`src/rtl/fram_axis_packer_if.sv`:
```
// AXI-Stream beat channel between the frame packer and the DMA S2MM slave.
interface fram_axis_packer_if;
    logic [31:0] tdata;
    logic [3:0]  tkeep;
    logic        tlast;
    logic        tvalid;
    logic        tready;

    modport master (output tdata, tkeep, tlast, tvalid, input tready);
    modport slave  (input tdata, tkeep, tlast, tvalid, output tready);
endinterface

```
`src/rtl/fram_axis_packer.sv`:
```
// Packs frame-readout samples into 32-bit AXI-Stream beats through a small beat FIFO,
// with per-frame tlast/tkeep, overflow accounting and address-sequence checking.
module fram_axis_packer #(
    parameter int DATA_SIZE   = 12,
    parameter int LENGTH      = 32768,
    parameter int LENGTH_SIZE = 15,
    parameter int PACK        = 2,
    parameter int FIFO_DEPTH  = 16,
    parameter int FIFO_ADD    = 4
) (
    input  logic                   clk,
    input  logic                   rstn,
    input  logic                   Enable,
    input  logic [DATA_SIZE-1:0]   FramData,
    input  logic [LENGTH_SIZE-1:0] FramAdd,
    input  logic                   FramEn,
    fram_axis_packer_if.master     m_axis,
    output logic                   Busy,
    output logic                   Overflow,
    output logic                   SeqErr,
    output logic [15:0]            DropCount,
    output logic                   FrameDone,
    input  logic                   ClrStatus
);

    localparam int LANE_W     = 32 / PACK;
    localparam int LANE_BYTES = LANE_W / 8;
    localparam int CNT_W      = FIFO_ADD + 1;
    localparam logic [LENGTH_SIZE-1:0] LAST_ADD  = LENGTH_SIZE'(LENGTH - 1);
    localparam logic [1:0]             LAST_LANE = 2'(PACK - 1);

    typedef enum logic [1:0] {IDLE, WAIT_SOF, RUN} state_t;

    typedef struct packed {
        logic        last;
        logic [3:0]  keep;
        logic [31:0] data;
    } beat_t;

    state_t                 state, state_nxt;
    logic                   accept, is_last, close_beat, seq_mismatch;
    logic [31:0]            beat_nxt, beat_acc;
    logic [3:0]             keep_nxt;
    logic [1:0]             lane_idx;
    logic [LENGTH_SIZE-1:0] exp_idx;
    logic                   stage_valid;
    beat_t                  stage_beat;

    beat_t                  mem [FIFO_DEPTH];
    beat_t                  head;
    logic [FIFO_ADD-1:0]    wr_ptr, rd_ptr;
    logic [CNT_W-1:0]       count;
    logic                   fifo_empty, fifo_full, rd_fire, wr_fire, drop;

    always_ff @(posedge clk or negedge rstn) begin
        if (!rstn) state <= IDLE;
        else       state <= state_nxt;
    end

    // NOTE: every combinational output gets a default first so no path infers a latch.
    always_comb begin
        state_nxt = state;
        accept    = 1'b0;
        unique case (state)
            IDLE:     if (Enable) state_nxt = WAIT_SOF;
            WAIT_SOF: begin
                if (!Enable) begin
                    state_nxt = IDLE;
                end else if (FramEn && FramAdd == '0) begin
                    accept    = 1'b1;
                    state_nxt = RUN;
                end
            end
            RUN:      accept = FramEn;
            default:  state_nxt = IDLE;
        endcase
        is_last = accept && (FramAdd == LAST_ADD);
        if (is_last) state_nxt = Enable ? WAIT_SOF : IDLE;

        seq_mismatch = accept && (state == RUN) && (FramAdd != exp_idx);
        close_beat   = accept && (is_last || lane_idx == LAST_LANE);
        beat_nxt     = ((lane_idx == 2'd0) ? 32'd0 : beat_acc)
                     | (32'(FramData) << (LANE_W * int'(lane_idx)));
        keep_nxt     = 4'hF >> (4 - LANE_BYTES * (int'(lane_idx) + 1));
    end

    // Lane 0 starts from zero, so unfilled lanes of a short last beat read as 0.
    always_ff @(posedge clk or negedge rstn) begin
        if (!rstn) begin
            lane_idx    <= '0;
            beat_acc    <= '0;
            exp_idx     <= '0;
            stage_valid <= 1'b0;
            stage_beat  <= '0;
        end else begin
            stage_valid <= close_beat;
            if (accept) begin
                exp_idx <= is_last ? '0 : FramAdd + LENGTH_SIZE'(1);
                if (close_beat) begin
                    stage_beat <= '{last: is_last, keep: keep_nxt, data: beat_nxt};
                    lane_idx   <= '0;
                end else begin
                    beat_acc <= beat_nxt;
                    lane_idx <= lane_idx + 2'd1;
                end
            end
        end
    end

    assign fifo_empty = (count == '0);
    assign fifo_full  = (count == CNT_W'(FIFO_DEPTH));
    assign rd_fire    = m_axis.tvalid && m_axis.tready;
    assign wr_fire    = stage_valid && (!fifo_full || rd_fire);
    assign drop       = stage_valid && fifo_full && !rd_fire;

    // NOTE: the beat storage has no reset; the outputs are gated by fifo_empty so stale
    // entries are never visible after a reset.
    always_ff @(posedge clk) begin
        if (wr_fire) mem[wr_ptr] <= stage_beat;
    end

    always_ff @(posedge clk or negedge rstn) begin
        if (!rstn) begin
            wr_ptr <= '0;
            rd_ptr <= '0;
            count  <= '0;
        end else begin
            if (wr_fire) wr_ptr <= wr_ptr + FIFO_ADD'(1);
            if (rd_fire) rd_ptr <= rd_ptr + FIFO_ADD'(1);
            unique case ({wr_fire, rd_fire})
                2'b10:   count <= count + CNT_W'(1);
                2'b01:   count <= count - CNT_W'(1);
                default: count <= count;
            endcase
        end
    end

    assign head          = mem[rd_ptr];
    assign m_axis.tvalid = !fifo_empty;
    assign m_axis.tdata  = fifo_empty ? 32'd0 : head.data;
    assign m_axis.tkeep  = fifo_empty ? 4'd0  : head.keep;
    assign m_axis.tlast  = !fifo_empty && head.last;
    assign Busy          = (state != IDLE) || !fifo_empty;

    // A clear in the same cycle as a drop or sequence error wins.
    always_ff @(posedge clk or negedge rstn) begin
        if (!rstn) begin
            Overflow  <= 1'b0;
            SeqErr    <= 1'b0;
            DropCount <= '0;
            FrameDone <= 1'b0;
        end else begin
            FrameDone <= rd_fire && head.last;
            if (ClrStatus) begin
                Overflow  <= 1'b0;
                SeqErr    <= 1'b0;
                DropCount <= '0;
            end else begin
                if (drop) begin
                    Overflow <= 1'b1;
                    if (DropCount != 16'hFFFF) DropCount <= DropCount + 16'd1;
                end
                if (seq_mismatch) SeqErr <= 1'b1;
            end
        end
    end

endmodule
```
`src/flat_wrapper.sv`:
```
// flat-port wrapper written by rule: the top's interface ports become plain ports
module fram_axis_packer_flat 
#(
    parameter int DATA_SIZE   = 12,
    parameter int LENGTH      = 32768,
    parameter int LENGTH_SIZE = 15,
    parameter int PACK        = 2,
    parameter int FIFO_DEPTH  = 16,
    parameter int FIFO_ADD    = 4
)
  (clk, rstn, Enable, FramData, FramAdd, FramEn, Busy, Overflow, SeqErr, DropCount, FrameDone, ClrStatus, m_axis_tdata, m_axis_tkeep, m_axis_tlast, m_axis_tvalid, m_axis_tready);
  fram_axis_packer_if m_axis_i ();
  input  logic clk;
  input  logic rstn;
  input  logic Enable;
  input  logic [DATA_SIZE-1:0] FramData;
  input  logic [LENGTH_SIZE-1:0] FramAdd;
  input  logic FramEn;
  output logic Busy;
  output logic Overflow;
  output logic SeqErr;
  output logic [15:0] DropCount;
  output logic FrameDone;
  input  logic ClrStatus;
  output wire logic [$bits(m_axis_i.tdata)-1:0] m_axis_tdata;
  output wire logic [$bits(m_axis_i.tkeep)-1:0] m_axis_tkeep;
  output wire logic [$bits(m_axis_i.tlast)-1:0] m_axis_tlast;
  output wire logic [$bits(m_axis_i.tvalid)-1:0] m_axis_tvalid;
  input wire logic [$bits(m_axis_i.tready)-1:0] m_axis_tready;
  assign m_axis_tdata = m_axis_i.tdata;
  assign m_axis_tkeep = m_axis_i.tkeep;
  assign m_axis_tlast = m_axis_i.tlast;
  assign m_axis_tvalid = m_axis_i.tvalid;
  assign m_axis_i.tready = m_axis_tready;
  fram_axis_packer #(.DATA_SIZE(DATA_SIZE), .LENGTH(LENGTH), .LENGTH_SIZE(LENGTH_SIZE), .PACK(PACK), .FIFO_DEPTH(FIFO_DEPTH), .FIFO_ADD(FIFO_ADD)) u_core (.clk(clk), .rstn(rstn), .Enable(Enable), .FramData(FramData), .FramAdd(FramAdd), .FramEn(FramEn), .m_axis(m_axis_i), .Busy(Busy), .Overflow(Overflow), .SeqErr(SeqErr), .DropCount(DropCount), .FrameDone(FrameDone), .ClrStatus(ClrStatus));
endmodule
```
`config.mk`:
```
export PLATFORM = sky130hd
export DESIGN_NAME = fram_axis_packer_flat
export DESIGN_NICKNAME = d
export VERILOG_FILES = /design/src/rtl/fram_axis_packer_if.sv /design/src/rtl/fram_axis_packer.sv /design/src/flat_wrapper.sv
export SDC_FILE = /design/constraint.sdc
export NUM_CORES = 1
export LEC_CHECK = 0
export CORE_MARGIN = 2
export CORE_UTILIZATION = 55
export CTS_CLUSTER_DIAMETER = 120
export DETAILED_ROUTE_END_ITERATION = 10
export PLACE_DENSITY = 0.83
export SYNTH_ARGS = -nofsm -noshare
export SYNTH_HDL_FRONTEND = slang
export SYNTH_SLANG_ARGS = --single-unit
```
`constraint.sdc`:
```
create_clock -name clk -period 4.5 [get_ports clk]
set_input_delay 0.9 -clock clk [delete_from_list [all_inputs] [get_ports clk]]
set_output_delay 0.9 -clock clk [all_outputs]
set_load 0.005 [all_outputs]
```
## After elaboration in Yosys (flattened, before gate mapping)

Memory sizes are Yosys's and may differ from the RTL's.
Cells that the tools add are included.

| word-level totals | value |
|---|---|
| register bits | 121 |
| bits in writable memories | 592 |
| output and inout port bits | 58 |
| word-level logic and storage cells | 95 |
| memories | 1 |

| cells by class | value |
|---|---|
| $add $sub $neg | 9 |
| equality and inequality tests | 12 |
| shift operators | 2 |
| multiplexer cells | 24 |
| bitwise logic cells | 2 |
| reductions and logical operators | 30 |

Memory list:

| name | words | width | rd ports | clocked after Yosys merged registers in | write ports | RTL line | RTL |
|---|---|---|---|---|---|---|---|
| u_core.mem | 16 | 37 | 1 | 0 | 1 | fram_axis_packer.sv:49 | `beat_t mem [FIFO_DEPTH];` |

Operator list:

| cell | count |
|---|---|
| two-way mux 32 bit | 2 |
| two-way mux 16 bit | 3 |
| OR 32 bit | 1 |
| left shift 12 x 6 -> 32 bit | 1 |
| >> shifter 4 x 32 -> 4 bit, first input constant | 1 |
| subtractor 4 x 32 -> 32 bit, first input constant | 1 |
| adder 16 x 1 -> 16 bit, second input constant | 1 |
| inequality test 16 bit, second input constant | 1 |
| adder 15 x 1 -> 15 bit, second input constant | 1 |
| == test 15 bit, second input constant | 1 |
| zero test 15 bit | 1 |
| two-way mux 15 bit | 1 |
| inequality test 15 bit | 1 |
| logical AND 1 bit | 11 |
| two-way mux 2 bit | 5 |
| one-hot mux 5 bit (2 select lines) | 1 |
| nonzero test 2 bit | 5 |
| two-way mux 1 bit | 9 |
| adder 4 x 1 -> 4 bit, second input constant | 2 |
| == test 2 x 1 -> 1 bit, second input constant | 3 |
| one-hot mux 2 bit (3 select lines) | 1 |
| AND reduction 2 bit | 3 |
| adder 5 x 1 -> 5 bit, second input constant | 1 |
| == test 5 bit, second input constant | 1 |
| other kinds (15) | 21 |

## Logic depth before layout (Yosys ltp)

| depth | value |
|---|---|
| word-level depth | 10 |
| gate-level depth with buffers | 12 |

## Least setup slack after synthesis

OpenSTA, ideal clock, no wires.

| timing | value |
|---|---|
| path kind | input to register |
| from | input m_axis_tready |
| to | memory u_core.mem[0][0] in the netlist's numbering (enable) |
| data arrival time | 4.824 ns |
| data required time | 3.985 ns |
| slack | -0.838 ns |
| cell stages on the path | 5 |
| cells stage by stage | nand3b_1 > and2_1 > clkbuf_1 > inv_1 > nor4_1 |

| on the way | value |
|---|---|
| cells in the longest elaborated chain, start to end | 5 |

RTL lines:

| what | RTL line | RTL |
|---|---|---|
| from (decl) | flat_wrapper.sv:29 | `input wire logic [$bits(m_axis_i.tready)-1:0] m_axis_tready;` |
| logical AND 1 bit | fram_axis_packer.sv:112 | `assign rd_fire = m_axis.tvalid && m_axis.tready;` |
| logical OR 1 bit | fram_axis_packer.sv:113 | `assign wr_fire = stage_valid && (!fifo_full \|\| rd_fire);` |
| logical AND 1 bit | fram_axis_packer.sv:113 |  |
| two-way mux 1 bit | fram_axis_packer.sv:119 | `if (wr_fire) mem[wr_ptr] <= stage_beat;` |
| two-way mux 1 bit (not written as such) | fram_axis_packer.sv:119 |  |
| to (decl) | fram_axis_packer.sv:49 |  |

No other way between the ends.

## Worst setup path in the final report

| timing | value |
|---|---|
| from | register u_core.rd_ptr[1] |
| to | output m_axis_tdata[30] |

| on the way | value |
|---|---|
| cells in the longest elaborated chain, start to end | 2 |

RTL lines:

| what | RTL line | RTL |
|---|---|---|
| from (decl) | fram_axis_packer.sv:51 | `logic [FIFO_ADD-1:0] wr_ptr, rd_ptr;` |
| from (signal assigned) | fram_axis_packer.sv:129 | `if (rd_fire) rd_ptr <= rd_ptr + FIFO_ADD'(1);` |
| memory (16 x 37 bit) | - |  |
| two-way mux 32 bit | fram_axis_packer.sv:140 | `assign m_axis.tdata = fifo_empty ? 32'd0 : head.data;` |
| to (decl) | flat_wrapper.sv:25 | `output wire logic [$bits(m_axis_i.tdata)-1:0] m_axis_tdata;` |

No other way between the ends.

==> impl_summary.md <==
Detailed routing
The routed via count divided by cell count is 6.328. The DRC marker count from the first detailed-route iteration is roughly 1700. Wires add up to 61160 um. The count of nets left with antenna violations once routing finished came out at 0. The first detailed-routing pass ran for 5 iterations. The overall via count from detail_route is 14140. The highest signal layer in the routed design is met4.

The residual DRC count is 0. In the detailed route, the total length drawn on met3 is 5134 um. The length of routed wiring on met1 is 23950 um.

The detailed-routed wire length on met2 is slightly above 30000 um. After detailed routing, the average wire length per cell comes to about 27 um.

Logic synthesis
The synthesized netlist contains slightly above 50 unique library cells. The dominant synthesized flop cell is sky130_fd_sc_hd__edfxtp_1. The post-synthesis instance area is ~27000 um2. For this run, asynchronously set or reset flops after synthesis account for 0.1753. Synthesis inferred 679 register bits.

Counting every net in the synthesized netlist gives 1449. The cell count after synthesis is between 1000 and 1500. The Yosys warning count is 0. The fraction of the yosys area taken by sequential cells is 0.7293. Averaged over all synthesized cells, the footprint is 19.43 um2.

In this run, synthesis inferred 560 flip-flops with an integrated enable.

GRT
The number of global-route vias before repair was about 15000. Entering global routing, the biggest net connects 68 pins. The initial antenna violation count is 0. Summed over all layers, the global routing overflow is 0.

The first-pass GRT wire length is around 90000 um. The all-layer global routing usage is 0.2484.

Floorplanning
For this configuration, the core starts out at a cell density of 0.5556. The floorplan step set the die width to around 230 um. After floorplanning, the core was divided into 81 placement rows. During I/O placement, the number of pins put on the boundary was between 90 and 100. The die outline height is between 200 and 250 um. The die covers roughly 51000 um2. The total area inside the core boundary comes to just under 50000 um2.

Clock tree
The number of gates given a new drive strength after cts is 0. The number of hold buffers added after cts is 0. The H-tree was split into 3 levels. The clock transition at the register clock pins on the worst setup and hold paths after CTS is ~60 ps. The clock net in this run drives a total of slightly below 700 sinks.

The later pin in the worst-skew pair is clocked with a latency of 590 ps. The CTS tree is built. The total clock buffers created by CTS is 66. No sink is reached through more buffers than the 3 on the longest clock path.

The post-CTS setup buffer count is 0. The cell chosen for the clock root is sky130_fd_sc_hd__clkbuf_16.

STA
The number of hold-slack violations in the final timing report was 0. The number of endpoints failing setup at the final stage is 0. The final worst-path cycle share is 0.9326. The shortest period the worst path allows is between 4000 and 5000 ps. The worst-case clock skew is ~17 ps. The fmax is ~240 MHz. Setup repair after global routing left no endpoint under its margin. In this run the tightest slew margin relative to its limit is 0.2596.

Setup slack closes at 303.3 ps. The max-slew violation count is 0. The slew of the pin with the lowest slew margin is about 1100 ps. In the final timing run, aggregate negative setup slack is 0 ps.

Setup path
Measured in cells, the most critical reg-to-reg path has a length of 12. The worst register-to-register path ends at u_core.count[4]. The cell repeated most along the worst path is sky130_fd_sc_hd__mux4_2.

The critical register-to-register path startpoint is u_core.count[0]. The required time of the critical path is around 3600 ps. The worst setup path is captured at an output pin. Together, buffers and inverters on the worst path number 2. STA puts the critical path data arrival time at around 3300 ps.

The critical path launch point type is a flip-flop. The signal on the critical path passes through buf_4, mux4_2, mux4_2, and2_1, clkdlybuf4s50_1. For this run, the slowest stage of the critical path takes 700 ps.

The worst-path cell with the longest stage delay is sky130_fd_sc_hd__dfrtp_4. The category of the critical setup timing path is reg2out. Across all register-to-register paths, the minimum setup slack is approximately 1300 ps. Along the worst path, the maximum fanout reaches 27.

The family with the most delay on the worst path is buffers and inverters.

Cells and area
The final antenna diode count is 0. The final net count is between 1500 and 2000. The ratio of cells with drive above 1 in the final layout is 0.2338. Compared with the post-synthesis result, the final layout area differs by 15.33%.

Power
VDD sags by at most ~320 uV. The leakage power is 0.01067 uW. In this run the power density over the cells is around 470 nW/um2.

Placed design
Detailed placement finished with a half-perimeter wire length of roughly 32000 um. At the placement stage, the worst setup path has a slack of between 700 and 800 ps. Input and output buffers added on the ports amount to 90. The congestion estimate from routability-driven global placement came to between 0.8 and 0.9.

Min path
The type of the most critical hold path is in2async.

Run status
The run finished with clean final reports.

Job
The number of max-cap violations is 0.
==> worst register-to-register path: stages, from the launching register on <==
cell and delay, ps:
sky130_fd_sc_hd__dfrtp_1 450, sky130_fd_sc_hd__nor4_2 420, sky130_fd_sc_hd__nor2b_1 250, sky130_fd_sc_hd__inv_1 80, sky130_fd_sc_hd__nand2_1 200, sky130_fd_sc_hd__inv_1 160
sky130_fd_sc_hd__ha_1 310, sky130_fd_sc_hd__fa_1 440, sky130_fd_sc_hd__a21o_1 200, sky130_fd_sc_hd__a21oi_1 170, sky130_fd_sc_hd__xor2_1 180, sky130_fd_sc_hd__nor2_1 70
sky130_fd_sc_hd__xor2_1 150
==> kinds of logic after synthesis <==
family                     after synthesis  share of synthesized area
xor gates and xnor gates                48                    0.01549
buffers and inverters                  117                    0.01807
DFF                                    679                     0.7293
and+or+nand+nor                        216                    0.04223
AOI/OAI and AO/OA                      105                    0.02540
adders and majority gates               19                   0.009036
muxes                                  213                     0.1604
==> cell usage in the layout (no fill, tap or decap), types with 4 or more instances in the layout <==
cell,n
sky130_fd_sc_hd__o21ai_0,47
sky130_fd_sc_hd__nor2_1,27
sky130_fd_sc_hd__clkbuf_8,6
sky130_fd_sc_hd__clkinv_1,11
sky130_fd_sc_hd__nor3_2,4
sky130_fd_sc_hd__nand2_1,60
sky130_fd_sc_hd__or3_1,4
sky130_fd_sc_hd__clkbuf_16,71
sky130_fd_sc_hd__xnor2_1,32
sky130_fd_sc_hd__a22o_1,26
sky130_fd_sc_hd__buf_12,18
sky130_fd_sc_hd__clkinv_2,6
sky130_fd_sc_hd__nor4_2,6
sky130_fd_sc_hd__nand4_1,12
sky130_fd_sc_hd__nor2b_1,9
sky130_fd_sc_hd__dfrtp_1,115
sky130_fd_sc_hd__nor2_4,4
sky130_fd_sc_hd__bufinv_16,4
sky130_fd_sc_hd__nand3_1,17
sky130_fd_sc_hd__clkbuf_1,16
sky130_fd_sc_hd__mux4_2,174
sky130_fd_sc_hd__and3_2,4
sky130_fd_sc_hd__buf_4,21
sky130_fd_sc_hd__nor4_1,4
sky130_fd_sc_hd__and2_1,45
sky130_fd_sc_hd__and4_1,5
sky130_fd_sc_hd__edfxtp_1,560
sky130_fd_sc_hd__clkdlybuf4s50_1,89
sky130_fd_sc_hd__xor2_1,16
sky130_fd_sc_hd__a21oi_1,11
sky130_fd_sc_hd__ha_1,18
sky130_fd_sc_hd__inv_1,44
sky130_fd_sc_hd__mux2_2,36
==> through the flow <==
step,instance area (um2),total power [uW],utilization,hold WS [ps],cells
after floorplan,27140,8646,-,444.8,1397
after global placement,29160,9474,0.5969,461.1,2116
after detailed placement,29160,9508,0.5969,465.6,2116
after CTS,31300,14920,0.6407,454.0,2234
after global routing,31300,15270,0.6407,496.7,2234
final,31300,14800,0.6407,432.6,2234
==> flip-flops by register name, indices dropped and copies added, names as in the netlist <==
signal              flops
u_core.count            5
u_core.mem            560
u_core.rd_ptr           4
u_core.Overflow         1
u_core.FrameDone        1
u_core.beat_acc        32
u_core.state            2
u_core.wr_ptr           4
u_core.stage_beat      35
u_core.stage_valid      1
u_core.SeqErr           1
u_core.exp_idx         15
u_core.lane_idx         2
u_core.DropCount       16
==> layer usage <==
layer	global-route usage	vias to the layer above
met3	0.04528	110
met2	0.4067	797
met4	0.08043	0
met5	0	-
met1	0.3433	7420
li1	-	5809
==> layout make-up <==
class / instances / area [um2]
fill: 3111 / 17550
sequential: 679 / 19800
multi-input combinational: 601 / 6949
clock buffer: 94 / 1927
inverter: 44 / 165.2
clock inverter: 24 / 215.2
timing repair buffer: 128 / 1409
tap: 664 / 830.8
==> cells in the mapped netlist, drive strengths merged (2+ instances only) <==
library cell,count,area (um2)
mux4,174,3919
clkbuf,43,161.4
a21o,2,15.01
o211ai,2,15.01
o21a,3,22.52
nor4,10,75.07
o31ai,3,22.52
nand4,12,75.07
nor2,31,116.4
ha,18,225.2
and4,5,43.79
a22o,26,227.7
and3,6,37.54
nor3,7,35.03
and2,45,281.5
mux2,36,405.4
buf,30,163.9
nand3,17,85.08
inv,44,165.2
nor2b,9,56.30
or3,4,25.02
xor2,16,140.1
nand2,60,225.2
edfxtp,560,16820
mux2i,3,30.03
a21oi,11,55.05
nor4b,4,35.03
xnor2,32,280.3
dfrtp,119,2978
a2111oi,2,17.52
o21ai,48,244.0
==> worst max path at each step <==
| stage | startpoint | endpoint | cells past startpoint |
|---|---|---|---|
| 2_1_floorplan | m_axis_tready | u_core.mem[0][0] | 5 |
| 3_3_place_gp | FramAdd[0] | u_core.stage_beat[19] | 9 |
| 3_5_place_dp | FramAdd[0] | u_core.stage_beat[26] | 9 |
| 4_1_cts | u_core.rd_ptr[0] | m_axis_tdata[9] | 5 |
| 5_1_grt | u_core.rd_ptr[0] | m_axis_tdata[9] | 5 |
| 6_report | u_core.rd_ptr[1] | m_axis_tdata[30] | 5 |
==> power breakdown <==
group	internal [uW]	switching, uW	total [uW]
registers	6770	203	6980
logic	1240	1130	2370
clock network	3210	2250	5460
total	11200	3580	14800
Note: power is estimated with default switching activity, not from simulation.
